==> config.mk <==
export PLATFORM = sky130hd
export DESIGN_NAME = ldm_stm_sequencer_flat
export DESIGN_NICKNAME = d
export VERILOG_FILES = /design/src/rtl/ldm_stm_sequencer_if.sv /design/src/rtl/ldm_stm_sequencer.sv /design/src/flat_wrapper.sv
export SDC_FILE = /design/constraint.sdc
export NUM_CORES = 1
export LEC_CHECK = 0
export BUFFER_PORTS_ARGS = -buffer_cell sky130_fd_sc_hd__buf_2
export CAP_MARGIN = 25
export CORE_MARGIN = 1.5
export CORE_UTILIZATION = 56
export CTS_BUF_LIST = sky130_fd_sc_hd__clkbuf_4 sky130_fd_sc_hd__clkbuf_8
export CTS_CLUSTER_DIAMETER = 150
export DETAILED_ROUTE_END_ITERATION = 12
export HOLD_SLACK_MARGIN = 0.12
export MAX_ROUTING_LAYER = met4
export PLACE_DENSITY = 0.95
export SYNTH_ARGS = -nofsm -noshare
export SYNTH_HDL_FRONTEND = slang
export SYNTH_SLANG_ARGS = --single-unit
==> constraint.sdc <==
create_clock -name clk -period 14.9 [get_ports clk]
set_clock_uncertainty 0.1 [all_clocks]
set_input_delay 2.98 -clock clk [delete_from_list [all_inputs] [get_ports clk]]
set_output_delay 2.98 -clock clk [all_outputs]
set_load 0.02 [all_outputs]
==> src/rtl/ldm_stm_sequencer_if.sv <==
// rtl/ldm_stm_sequencer_if.sv - request, memory, register-file and writeback bundle for the LDM/STM sequencer
interface ldm_stm_sequencer_if #(
  parameter int ADDR_W = 8,
  parameter int DATA_W = 32
);
  logic              req_valid;
  logic              req_ready;
  logic              req_load;
  logic              req_dec;
  logic              req_wb;
  logic [ADDR_W-1:0] req_base;
  logic [3:0]        req_base_reg;
  logic [15:0]       req_reglist;

  logic              mem_ldr_str_en;
  logic              mem_load_en;
  logic              mem_store_en;
  logic [ADDR_W-1:0] mem_addr;
  logic [7:0]        mem_i;
  logic [DATA_W-1:0] mem_write_data;
  logic [DATA_W-1:0] mem_read_data;

  logic [3:0]        rf_rd_addr;
  logic [DATA_W-1:0] rf_rd_data;
  logic              rf_wr_en;
  logic [3:0]        rf_wr_addr;
  logic [DATA_W-1:0] rf_wr_data;

  logic              wb_en;
  logic [3:0]        wb_addr;
  logic [ADDR_W-1:0] wb_data;

  logic              busy;
  logic              done;

  modport master (
    input  req_valid, req_load, req_dec, req_wb, req_base, req_base_reg, req_reglist,
    input  mem_read_data, rf_rd_data,
    output req_ready,
    output mem_ldr_str_en, mem_load_en, mem_store_en, mem_addr, mem_i, mem_write_data,
    output rf_rd_addr, rf_wr_en, rf_wr_addr, rf_wr_data,
    output wb_en, wb_addr, wb_data, busy, done
  );

  modport slave (
    output req_valid, req_load, req_dec, req_wb, req_base, req_base_reg, req_reglist,
    output mem_read_data, rf_rd_data,
    input  req_ready,
    input  mem_ldr_str_en, mem_load_en, mem_store_en, mem_addr, mem_i, mem_write_data,
    input  rf_rd_addr, rf_wr_en, rf_wr_addr, rf_wr_data,
    input  wb_en, wb_addr, wb_data, busy, done
  );
endinterface

==> src/rtl/ldm_stm_sequencer.sv <==
// rtl/ldm_stm_sequencer.sv - LDM/STM block-transfer initiator, one register per cycle lowest-first
module ldm_stm_sequencer #(
  parameter int ADDR_W = 8,
  parameter int DATA_W = 32
) (
  input  logic clk,
  input  logic rst,
  ldm_stm_sequencer_if.master bus
);
  typedef enum logic [1:0] {IDLE = 2'd0, XFER = 2'd1, FIN = 2'd2} state_t;

  state_t            state;
  logic              load_q;
  logic              wb_en_q;
  logic [3:0]        base_reg_q;
  logic [15:0]       list_q;
  logic [4:0]        n_q;
  logic [4:0]        k_q;
  logic [ADDR_W-1:0] addr_q;
  logic [ADDR_W-1:0] wb_data_q;
  logic              wr_en_q;
  logic [3:0]        wr_addr_q;
  logic [DATA_W-1:0] wr_data_q;

  logic [4:0]        req_n;
  logic [3:0]        cur_r;
  logic              live;
  logic              xfer;
  logic              fin;
  logic              store_beat;

  function automatic logic [4:0] popcount16(input logic [15:0] l);
    logic [4:0] c;
    c = '0;
    for (int i = 0; i < 16; i++) c = c + 5'(l[i]);
    return c;
  endfunction

  function automatic logic [3:0] lowest_set(input logic [15:0] l);
    logic [3:0] r;
    r = '0;
    for (int i = 15; i >= 0; i--) if (l[i]) r = 4'(i);
    return r;
  endfunction

  assign req_n = popcount16(bus.req_reglist);
  assign cur_r = lowest_set(list_q);

  always_ff @(posedge clk) begin
    if (rst) begin
      state      <= IDLE;
      load_q     <= 1'b0;
      wb_en_q    <= 1'b0;
      base_reg_q <= '0;
      list_q     <= '0;
      n_q        <= '0;
      k_q        <= '0;
      addr_q     <= '0;
      wb_data_q  <= '0;
      wr_en_q    <= 1'b0;
      wr_addr_q  <= '0;
      wr_data_q  <= '0;
    end else begin
      case (state)
        IDLE: begin
          wr_en_q   <= 1'b0;
          wr_addr_q <= '0;
          wr_data_q <= '0;
          if (bus.req_valid) begin
            load_q     <= bus.req_load;
            base_reg_q <= bus.req_base_reg;
            list_q     <= bus.req_reglist;
            n_q        <= req_n;
            k_q        <= '0;
            // Decrementing blocks start n words below the base so the lowest register still gets the lowest address.
            addr_q     <= bus.req_dec ? bus.req_base - ADDR_W'(req_n) : bus.req_base;
            wb_data_q  <= bus.req_dec ? bus.req_base - ADDR_W'(req_n) : bus.req_base + ADDR_W'(req_n);
            wb_en_q    <= bus.req_wb && (req_n != 5'd0) &&
                          !(bus.req_load && bus.req_reglist[bus.req_base_reg]);
            state      <= (req_n != 5'd0) ? XFER : FIN;
          end
        end
        XFER: begin
          list_q[cur_r] <= 1'b0;
          k_q           <= k_q + 5'd1;
          wr_en_q       <= load_q;
          wr_addr_q     <= load_q ? cur_r : 4'd0;
          wr_data_q     <= load_q ? bus.mem_read_data : '0;
          if (k_q == n_q - 5'd1) state <= FIN;
        end
        FIN: begin
          wr_en_q   <= 1'b0;
          wr_addr_q <= '0;
          wr_data_q <= '0;
          state     <= IDLE;
        end
        default: state <= IDLE;
      endcase
    end
  end

  // Every output is forced low while rst is high, which also drops a load write still in flight.
  assign live       = !rst;
  assign xfer       = live && (state == XFER);
  assign fin        = live && (state == FIN);
  assign store_beat = xfer && !load_q;

  assign bus.req_ready      = live && (state == IDLE);
  assign bus.busy           = live && (state != IDLE);
  assign bus.done           = fin;

  assign bus.mem_ldr_str_en = xfer;
  assign bus.mem_load_en    = xfer && load_q;
  assign bus.mem_store_en   = store_beat;
  assign bus.mem_addr       = xfer ? addr_q : '0;
  assign bus.mem_i          = xfer ? {3'b000, k_q} : 8'd0;
  assign bus.mem_write_data = store_beat ? bus.rf_rd_data : '0;
  assign bus.rf_rd_addr     = store_beat ? cur_r : 4'd0;

  assign bus.rf_wr_en       = live && wr_en_q;
  assign bus.rf_wr_addr     = live ? wr_addr_q : 4'd0;
  assign bus.rf_wr_data     = live ? wr_data_q : '0;

  assign bus.wb_en          = fin && wb_en_q;
  assign bus.wb_addr        = (fin && wb_en_q) ? base_reg_q : 4'd0;
  assign bus.wb_data        = (fin && wb_en_q) ? wb_data_q : '0;
endmodule

==> src/flat_wrapper.sv <==
// flat-port wrapper written by rule: the top's interface ports become plain ports
module ldm_stm_sequencer_flat 
#(
  parameter int ADDR_W = 8,
  parameter int DATA_W = 32
)
  (clk, rst, bus_req_valid, bus_req_load, bus_req_dec, bus_req_wb, bus_req_base, bus_req_base_reg, bus_req_reglist, bus_mem_read_data, bus_rf_rd_data, bus_req_ready, bus_mem_ldr_str_en, bus_mem_load_en, bus_mem_store_en, bus_mem_addr, bus_mem_i, bus_mem_write_data, bus_rf_rd_addr, bus_rf_wr_en, bus_rf_wr_addr, bus_rf_wr_data, bus_wb_en, bus_wb_addr, bus_wb_data, bus_busy, bus_done);
  ldm_stm_sequencer_if #(.ADDR_W(ADDR_W), .DATA_W(DATA_W)) bus_i ();
  input  logic clk;
  input  logic rst;
  input wire logic [$bits(bus_i.req_valid)-1:0] bus_req_valid;
  input wire logic [$bits(bus_i.req_load)-1:0] bus_req_load;
  input wire logic [$bits(bus_i.req_dec)-1:0] bus_req_dec;
  input wire logic [$bits(bus_i.req_wb)-1:0] bus_req_wb;
  input wire logic [$bits(bus_i.req_base)-1:0] bus_req_base;
  input wire logic [$bits(bus_i.req_base_reg)-1:0] bus_req_base_reg;
  input wire logic [$bits(bus_i.req_reglist)-1:0] bus_req_reglist;
  input wire logic [$bits(bus_i.mem_read_data)-1:0] bus_mem_read_data;
  input wire logic [$bits(bus_i.rf_rd_data)-1:0] bus_rf_rd_data;
  output wire logic [$bits(bus_i.req_ready)-1:0] bus_req_ready;
  output wire logic [$bits(bus_i.mem_ldr_str_en)-1:0] bus_mem_ldr_str_en;
  output wire logic [$bits(bus_i.mem_load_en)-1:0] bus_mem_load_en;
  output wire logic [$bits(bus_i.mem_store_en)-1:0] bus_mem_store_en;
  output wire logic [$bits(bus_i.mem_addr)-1:0] bus_mem_addr;
  output wire logic [$bits(bus_i.mem_i)-1:0] bus_mem_i;
  output wire logic [$bits(bus_i.mem_write_data)-1:0] bus_mem_write_data;
  output wire logic [$bits(bus_i.rf_rd_addr)-1:0] bus_rf_rd_addr;
  output wire logic [$bits(bus_i.rf_wr_en)-1:0] bus_rf_wr_en;
  output wire logic [$bits(bus_i.rf_wr_addr)-1:0] bus_rf_wr_addr;
  output wire logic [$bits(bus_i.rf_wr_data)-1:0] bus_rf_wr_data;
  output wire logic [$bits(bus_i.wb_en)-1:0] bus_wb_en;
  output wire logic [$bits(bus_i.wb_addr)-1:0] bus_wb_addr;
  output wire logic [$bits(bus_i.wb_data)-1:0] bus_wb_data;
  output wire logic [$bits(bus_i.busy)-1:0] bus_busy;
  output wire logic [$bits(bus_i.done)-1:0] bus_done;
  assign bus_i.req_valid = bus_req_valid;
  assign bus_i.req_load = bus_req_load;
  assign bus_i.req_dec = bus_req_dec;
  assign bus_i.req_wb = bus_req_wb;
  assign bus_i.req_base = bus_req_base;
  assign bus_i.req_base_reg = bus_req_base_reg;
  assign bus_i.req_reglist = bus_req_reglist;
  assign bus_i.mem_read_data = bus_mem_read_data;
  assign bus_i.rf_rd_data = bus_rf_rd_data;
  assign bus_req_ready = bus_i.req_ready;
  assign bus_mem_ldr_str_en = bus_i.mem_ldr_str_en;
  assign bus_mem_load_en = bus_i.mem_load_en;
  assign bus_mem_store_en = bus_i.mem_store_en;
  assign bus_mem_addr = bus_i.mem_addr;
  assign bus_mem_i = bus_i.mem_i;
  assign bus_mem_write_data = bus_i.mem_write_data;
  assign bus_rf_rd_addr = bus_i.rf_rd_addr;
  assign bus_rf_wr_en = bus_i.rf_wr_en;
  assign bus_rf_wr_addr = bus_i.rf_wr_addr;
  assign bus_rf_wr_data = bus_i.rf_wr_data;
  assign bus_wb_en = bus_i.wb_en;
  assign bus_wb_addr = bus_i.wb_addr;
  assign bus_wb_data = bus_i.wb_data;
  assign bus_busy = bus_i.busy;
  assign bus_done = bus_i.done;
  ldm_stm_sequencer #(.ADDR_W(ADDR_W), .DATA_W(DATA_W)) u_core (.clk(clk), .rst(rst), .bus(bus_i));
endmodule
-- Word-level counts from Yosys, hierarchy flattened
Index checks and enable logic that the tools add are counted.
W data, S select, Z words.
- bits in registers: 87
- bits of input ports: 98
- output and inout port bits: 108
- logic and storage cells: 108
- $add $sub $neg: 19
- order comparisons: 3
- equal/unequal tests: 5
- multiplexer cells: 43
- bitwise logic cells: 2
- reduce and logical (&&, ||, !) cells: 24
- operators by type and width (kind ; number):
    $mux W32 ; 3
    $mux W4 ; 20
    $add A5 B1 Y5 ; 14
    $pmux W32 S2 ; 1
    $mux W8 ; 4
    $pmux W16 S2 ; 1
    $and A16 B16 Y16 ; 1
    $mux W16 ; 1
    $not A16 Y16 ; 1
    $logic_and A1 B1 Y1 ; 12
    $lt A4 B5 Y1 const B ; 2
    $mux W5 ; 2
    $pmux W5 S2 ; 1
    $add A8 B5 Y8 ; 1
    $pmux W4 S2 ; 1
    $sub A8 B5 Y8 ; 1
    $mux W2 ; 3
    $reduce_and A2 Y1 ; 3
    $reduce_bool A2 Y1 ; 3
    $add A5 B1 Y5 const B ; 1
    $eq A5 B5 Y1 ; 1
    $reduce_bool A5 Y1 ; 1
    $sub A5 B1 Y5 const B ; 1
    $bmux W1 S4 ; 1
    13 further kinds ; 16

-- Longest topological paths before layout
Gate-level depths: netlist of the first run.
- word-level depth: 23
- gate-level depth with buffers: 20
- depth with buffers taken out: 20

-- Worst setup path after synthesis of the first run
Ideal clock, no wire load.
- kind: input to register
- from: in bus_req_reglist[0]
- to: reg u_core.wb_data_q[6]
- library setup time: 0.061 ns
- arrival: 7.905 ns
- data required time: 14.739 ns
- slack: 6.835 ns
- cell stages on the path: 17
- path buffers: 1
- cell sequence: ha_1 > inv_1 > fa_1 > fa_1 > fa_1 > fa_1 > fa_1 > fa_1 > xor2_1 > inv_1 > ha_1 > buf_2 > nor2b_1 > o21ai_1 > a2111o_1 > a2111oi_0 > a311o_1
- longest elaborated chain between the ends: 17
- elaborated cells on any way between the ends: 18
- classes of those cells: 17 x add/sub; 1 x mux
- RTL lines (element ; RTL line ; RTL):
    from (decl) ; flat_wrapper.sv:17 ; input wire logic [$bits(bus_i.req_reglist)-1:0] bus_req_reglist;
    $add A1 B1 Y2 (*) ; ldm_stm_sequencer.sv:35 ; for (int i = 0; i < 16; i++) c = c + 5'(l[i]);
    $add A5 B1 Y5 (*) (14 in a row) ; ldm_stm_sequencer.sv:35 ;
    $add A8 B5 Y8 / $sub A8 B5 Y8 (equally long branches) ; ldm_stm_sequencer.sv:77 ; wb_data_q <= bus.req_dec ? bus.req_base - ADDR_W'(req_n) : bus.req_base + ADDR_W'(req_n);
    $mux W8 (*) ; ldm_stm_sequencer.sv:77 ;
    to (signal assigned) ; ldm_stm_sequencer.sv:77 ;
    to (decl) ; ldm_stm_sequencer.sv:20 ; logic [ADDR_W-1:0] wb_data_q;
Every way passes the cells marked *; elsewhere a longest branch is shown, timed or not.
A chain may end at the register's enable or synchronous reset.

-- Final worst setup path of the first run
- from: in rst
- to: out bus_mem_load_en
- longest elaborated chain between the ends: 3
- RTL lines (element ; RTL line ; RTL):
    from (decl) ; flat_wrapper.sv:10 ; input logic rst;
    $logic_not A1 Y1 ; ldm_stm_sequencer.sv:103 ; assign live = !rst;
    $logic_and A1 B1 Y1 ; ldm_stm_sequencer.sv:104 ; assign xfer = live && (state == XFER);
    $logic_and A1 B1 Y1 ; ldm_stm_sequencer.sv:113 ; assign bus.mem_load_en = xfer && load_q;
    to (decl) ; flat_wrapper.sv:22 ; output wire logic [$bits(bus_i.mem_load_en)-1:0] bus_mem_load_en;
No other way between the ends.

==> flow_summary_export.csv, run 1 <==
group,metric,value,unit
logic_synthesis,yosysTopAreaCellShare,0.3134,
floorplanning,num_io_pins,206,
cts,clock_latency,0.36,ns
worst_setup_path,cp_max_fo,48,
route,drt-vias-per-instance,5.770,
logic_synthesis,synth_top_family_by_area,"simple AND/OR/NAND/NOR gates",
outcome,status,"finished clean",
sta,max_clock_freq,0.1201,GHz
cts,postCtsSetupRepairBufs,0,
power_and_ir_drop,p_per_area,156.6,nW/um2
sta,slew_violations,0,
logic_synthesis,syn_area_per_cell,8.171,um2
sta,hold_violations,0,
grt,grt_usage,0.2968,
grt,grt_pass1_wl,23870,um
cts,path_clk_slew,0.08,ns
floorplanning,dieArea,10530,um2
worst_setup_path,worstPathArrival,5.25,ns
sta,fin_setup_tns,0,ns
floorplanning,core,9684,um2
worst_setup_path,crit_path_start_kind,"primary input",
route,drt_iter0_markers,556,
grt,antenna_found_initial,0,
sta,setup_slack,6.574,ns
logic_synthesis,synthXorXnorAreaFrac,0.02049,
route,routed_wl,15500,um
grt,grt_pass1_vias,5049,
worst_setup_path,r2r_slack,11.67,ns
logic_synthesis,synth-seq-cells,87,
sta,max-slew-margin-rel,0.4047,
grt,grt_overflow_total,0,
route,drtPass1Iterations,5,
grt,use_met1,0.3907,
logic_synthesis,muxShareOfSynthArea,0.02972,
logic_synthesis,synthDistinctLibCells,59,
cts,clkSinkCount,87,
worst_setup_path,required,11.82,ns
cts,numCtsBuffers,9,
logic_synthesis,synth-edff-count,0,
sta,setup_viol,0,
sta,fin_crit_sh,0.5588,
floorplanning,num_rows,36,
cells_and_area,finish.net_count,976,
logic_synthesis,synth_ff_type,"dfxtp_1",
logic_synthesis,syn_inst,680,
grt,grt_use_met2,0.4498,
route,wire_per_inst,15.69,um
logic_synthesis,async_reset_ff_frac,0,
power_and_ir_drop,p_leak,3.263,nW
worst_setup_path,critPathCaptureType,"output pin",
logic_synthesis,seq_area_frac_synth,0.3134,
placed_design,place.gp.congestion,0.9737,
route,route.detailed.drc,0,
logic_synthesis,synth_fa_ha_area_frac,0.07926,
cells_and_area,syn_to_final_growth,22.22,%
logic_synthesis,syn_area,5557,um2
grt,use_met3,0.06102,
route,final_antenna_net_count,0,
logic_synthesis,ys_warn_count,0,
power_and_ir_drop,vdd_ir_drop_max,0.07623,mV
floorplanning,initial_core_util,0.5738,
cts,max-clock-path-buffers,2,
sta,rsz0062_at_grt,"no",
cells_and_area,antennaDiodeCount,0,
logic_synthesis,synth-compound-area-share,0.2202,
cells_and_area,final_layout_size_suffix_gt1_frac,0.2725,
sta,tightest_slew,0.8897,ns
logic_synthesis,yosysMostFrequentCell,"dfxtp_1",
logic_synthesis,yosysTopAreaCell,"dfxtp_1",
hold_path,hold_path_class,"reg -> reg",
cts,cts_resized,0,
logic_synthesis,yosys.area_share.simple,0.2632,
power_and_ir_drop,finalPower,1.064,mW
logic_synthesis,ys_top_cells_by_area,"dfxtp_1, a32o_1, and2_1",
sta,min_period,8.326,ns
placed_design,dp_slack,6.368,ns
cts,cts_htree_levels,3,
placed_design,hpwlAfterDp,11310,um
route,vias,5701,
grt,top_usage_layer,"met2",
floorplanning,die_y,102.6,um
floorplanning,die_width,102.6,um
cts,cts-root-buf,"clkbuf_8",
cts,postCtsHoldBufs,0,
placed_design,io_buffers,202,
logic_synthesis,synth_common_cells,"dfxtp_1, nand2_1, nor2_1, and2_1",
run,max_cap_viol_count,0,
worst_setup_path,worstSetupPathType,"in -> out",
cts,tritoncts,"done",
cells_and_area,utilization,0.7013,
grt,grt_max_degree,57,
-- worst max-delay path: stages --
cell and delay (ns):
buf_2 0.10, buf_4 0.26, nor2_1 0.74, nand2_1 0.35
inv_2 0.54, buf_2 0.27
-- flip-flops by register name, summed over array words and instances (netlist names) --
| name | cells |
|---|---|
| u_core.wr_data_q | 32 |
| u_core.base_reg_q | 4 |
| u_core.addr_q | 8 |
| u_core.load_q | 1 |
| u_core.k_q | 5 |
| u_core.wb_data_q | 8 |
| u_core.wr_addr_q | 4 |
| u_core.state | 2 |
| u_core.n_q | 5 |
| u_core.list_q | 16 |
| u_core.wb_en_q | 1 |
| u_core.wr_en_q | 1 |
-- per-layer routing --
| metal | vias up | routed length (um) |
|---|---|---|
| met2 | 315 | 7188 |
| met5 | - | 0 |
| met3 | 31 | 1482 |
| met4 | 0 | 316 |
| met1 | 2630 | 6516 |
| li1 | 2725 | - |
-- layout make-up --
cell class                 instances  area (um2)
fill                             795        2893
clock inverter                     5       63.81
timing repair buffer             209        1064
sequential                        87        1742
multi-input combinational        495        3425
tap                              133       166.4
inverter                          48       180.2
clock buffer                      11       151.4
-- logic make-up after synthesis --
group | count (synthesis)
DFF | 87
muxes | 10
xor gates and xnor gates | 13
adders and majority gates | 28
AOI/OAI and AO/OA | 164
and+or+nand+nor | 277
buffers and inverters | 100
other | 1
-- through the flow --
stage,cells,hold slack [ns],instance area [um2]
after global placement,972,0.3357,6576
after floorplan,682,0.3273,5564
after global routing,988,0.3787,6792
after CTS,988,0.3587,6792
final,988,0.3561,6792
after detailed placement,972,0.3472,6576
-- path summary, 6_finish.rpt --
kind	depth (start not counted)	endpoint	startpoint
worst max-delay path	6	bus_mem_load_en	rst
worst min-delay path	2	u_core.base_reg_q[3]	u_core.base_reg_q[3]
worst max register to register	6	u_core.wr_data_q[25]	u_core.state[0]
worst min register to register	2	u_core.base_reg_q[3]	u_core.base_reg_q[3]
-- placed cells by master, fill, tap and decap left out, drive strengths merged, types with 5 or more instances in the layout --
cell and instances:
clkbuf 11, inv 50, a32o 33, a41oi 6
nor3b 9, a21oi 43, buf 209, nor3 10
dfxtp 87, nor2b 46, nand3 8, and2 48
mux2i 6, nor2 55, nor4 6, a21o 12
xnor2 5, o21ai 14, xor2 8, a31oi 7
a211oi 12, fa 12, nand2b 5, nand2 61
nand3b 5, ha 16, and3 12
-- report_power, final --
group	internal [mW]	switching, mW
Sequential	0.268	0.0305
Combinational	0.217	0.372
Clock	0.0882	0.0889
Note: power is estimated with default switching activity, not from simulation.
==> run 2: changes to the inputs <==
- ABC_AREA: unset -> 1
- CORE_UTILIZATION: 56 -> 46
- PLACE_DENSITY: 0.95 -> 0.86
- clock period: 14.9 -> 6.9 ns (I/O delays scaled with it)
==> flow_summary_export.csv, run 2 <==
group,metric,value,unit
logic_synthesis,synthDistinctLibCells,34,
floorplanning,die_y,110.8,um
logic_synthesis,async_reset_ff_frac,0,
cts,cts-root-buf,"clkbuf_8",
route,wire_per_inst,12.82,um
outcome,status,"finished clean",
logic_synthesis,synth-seq-cells,87,
worst_setup_path,worstSetupPathType,"in -> reg",
cts,clock_latency,0.37,ns
logic_synthesis,synth-edff-count,0,
floorplanning,num_rows,39,
grt,grt_overflow_total,0,
sta,setup_viol,0,
hold_path,hold_path_class,"reg -> reg",
sta,min_period,6.210,ns
route,drt-vias-per-instance,5.009,
cells_and_area,final_layout_size_suffix_gt1_frac,0.2411,
cts,postCtsHoldBufs,0,
sta,max_clock_freq,0.1610,GHz
sta,slew_violations,0,
placed_design,hpwlAfterDp,10820,um
worst_setup_path,cp_max_fo,6,
sta,hold_violations,0,
cells_and_area,stdcell_area,6670,um2
route,drtPass1Iterations,5,
logic_synthesis,yosysTopAreaCellShare,0.3261,
route,dr.max_layer_used,"met4",
floorplanning,num_io_pins,206,
cells_and_area,mostFrequentLayoutCells,"buf_2, inv_1, nor2_1",
cts,clkSinkCount,87,
sta,rsz0062_at_grt,"no",
grt,grt_pass1_wl,24140,um
logic_synthesis,synth_common_cells,"inv_1, nor2_1, dfxtp_1, o21ai_0, nand2_1",
cells_and_area,syn_to_final_growth,24.88,%
route,routed_wl,14490,um
route,wl_met3,918,um
route,met1_length,6713,um
placed_design,place.gp.congestion,0.9479,
power_and_ir_drop,finalPower,2.350,mW
floorplanning,initial_core_util,0.4698,
grt,grt_max_degree,49,
cells_and_area,finish.net_count,1108,
grt,antenna_found_initial,0,
cts,numCtsBuffers,9,
cells_and_area,final_cells,1130,
logic_synthesis,yosysTopAreaCell,"dfxtp_1",
logic_synthesis,syn_area_per_cell,6.677,um2
power_and_ir_drop,p_per_area,352.3,nW/um2
placed_design,io_buffers,202,
cts,cts_htree_levels,3,
route,drt_iter0_markers,482,
worst_setup_path,crit_path_start_kind,"primary input",
cells_and_area,top_register,"u_core.wr_data_q",
logic_synthesis,ys_warn_count,0,
cts,postCtsSetupRepairBufs,0,
route,vias,5660,
placed_design,place_area,6402,um2
cells_and_area,mostFrequentLayoutCell,"buf_2",
cts,path_clk_slew,0.09,ns
logic_synthesis,syn_area,5341,um2
cts,cts_resized,0,
worst_setup_path,worstPathArrival,6.36,ns
placed_design,placedCellCount,1114,
logic_synthesis,seq_area_frac_synth,0.3261,
cts,max-clock-path-buffers,2,
floorplanning,dieArea,12270,um2
logic_synthesis,yosysMostFrequentCell,"inv_1",
grt,grt_pass1_vias,5101,
sta,max-slew-margin-rel,0.5518,
power_and_ir_drop,vdd_ir_drop_max,0.1701,mV
grt,grt_usage,0.2416,
route,final_antenna_net_count,0,
route,wl_met2,6620,um
sta,fin_crit_sh,0.9000,
cells_and_area,antennaDiodeCount,0,
logic_synthesis,syn_inst,800,
worst_setup_path,required,7.05,ns
power_and_ir_drop,p_leak,3.543,nW
sta,fin_setup_tns,0,ns
floorplanning,core,11370,um2
cells_and_area,top_regs,"u_core.wr_data_q x32, u_core.list_q x16",
cells_and_area,largest_reg_flops,32,
logic_synthesis,ys_top_cells_by_area,"dfxtp_1, inv_1, nor2_1",
sta,tightest_slew,0.6716,ns
cts,tritoncts,"done",
logic_synthesis,synth_ff_type,"dfxtp_1",
run,max_cap_viol_count,0,
floorplanning,die_width,110.8,um
route,route.detailed.drc,0,
worst_setup_path,critPathCaptureType,"flip-flop",
-- run 2: through the flow --
step	hold slack, ns	setup WS, ns	util
finish	0.3592	0.6902	0.5867
global placement	0.3468	0.4031	0.5631
floorplan	0.3300	0.7641	-
detailed placement	0.3476	0.3390	0.5631
global route	0.3845	0.3778	0.5867
CTS	0.3609	0.7357	0.5867
-- run 2: cell families after synthesis --
| kind of cell | synth area share |
|---|---|
| AND/OR/NAND/NOR | 0.2050 |
| buffers and inverters | 0.1591 |
| AO/OA/AOI/OAI | 0.2087 |
| flip-flops | 0.3261 |
| adder cells (fa/ha/maj) | 0.08245 |
| XOR/XNOR | 0.01804 |
| other | 0.0007021 |
-- run 2: layer usage --
metal,vias to the layer above,GRT usage
li1,2881,-
met1,2553,0.3230
met2,206,0.3749
met3,20,0.04210
met4,0,0.07436
met5,-,-
-- run 2: power breakdown --
part | internal (mW) | switching, mW
Sequential | 0.601 | 0.0580
Clock | 0.278 | 0.193
Combinational | 0.413 | 0.807
-- run 2: worst paths after layout --
check | cells after the start | slack (ns) | startpoint | endpoint
max | 24 | 0.69 | bus_req_reglist[0] | u_core.wb_data_q[7]
min reg2reg | 2 | 0.36 | u_core.base_reg_q[1] | u_core.base_reg_q[1]
max reg2reg | 8 | 4.70 | u_core.state[0] | u_core.list_q[13]
min | 2 | 0.36 | u_core.base_reg_q[1] | u_core.base_reg_q[1]
-- run 2: final cells by class --
type / instances / area, um2
Clock buffer: 9 / 123.9
Clock inverter: 7 / 143.9
Fill cell: 1085 / 4700
Inverter: 182 / 683.2
Multi-Input combinational cell: 496 / 2758
Sequential cell: 87 / 1742
Tap cell: 143 / 178.9
Timing Repair Buffer: 206 / 1041
-- run 2: critical path: stages --
cell     delay [ns]
buf_2          0.11
ha_1           0.28
inv_1          0.07
fa_1           0.43
fa_1           0.49
fa_1           0.53
fa_1           0.42
fa_1           0.42
fa_1           0.41
xor2_1         0.24
inv_1          0.09
ha_1           0.32
inv_1          0.17
nor2_1         0.07
nor2_1         0.12
nor2_1         0.07
o21ai_0        0.23
nand2_1        0.08
nand2_1        0.11
nor2_1         0.05
o22ai_1        0.10
nand2_1        0.06
inv_1          0.06
a21oi_1        0.05
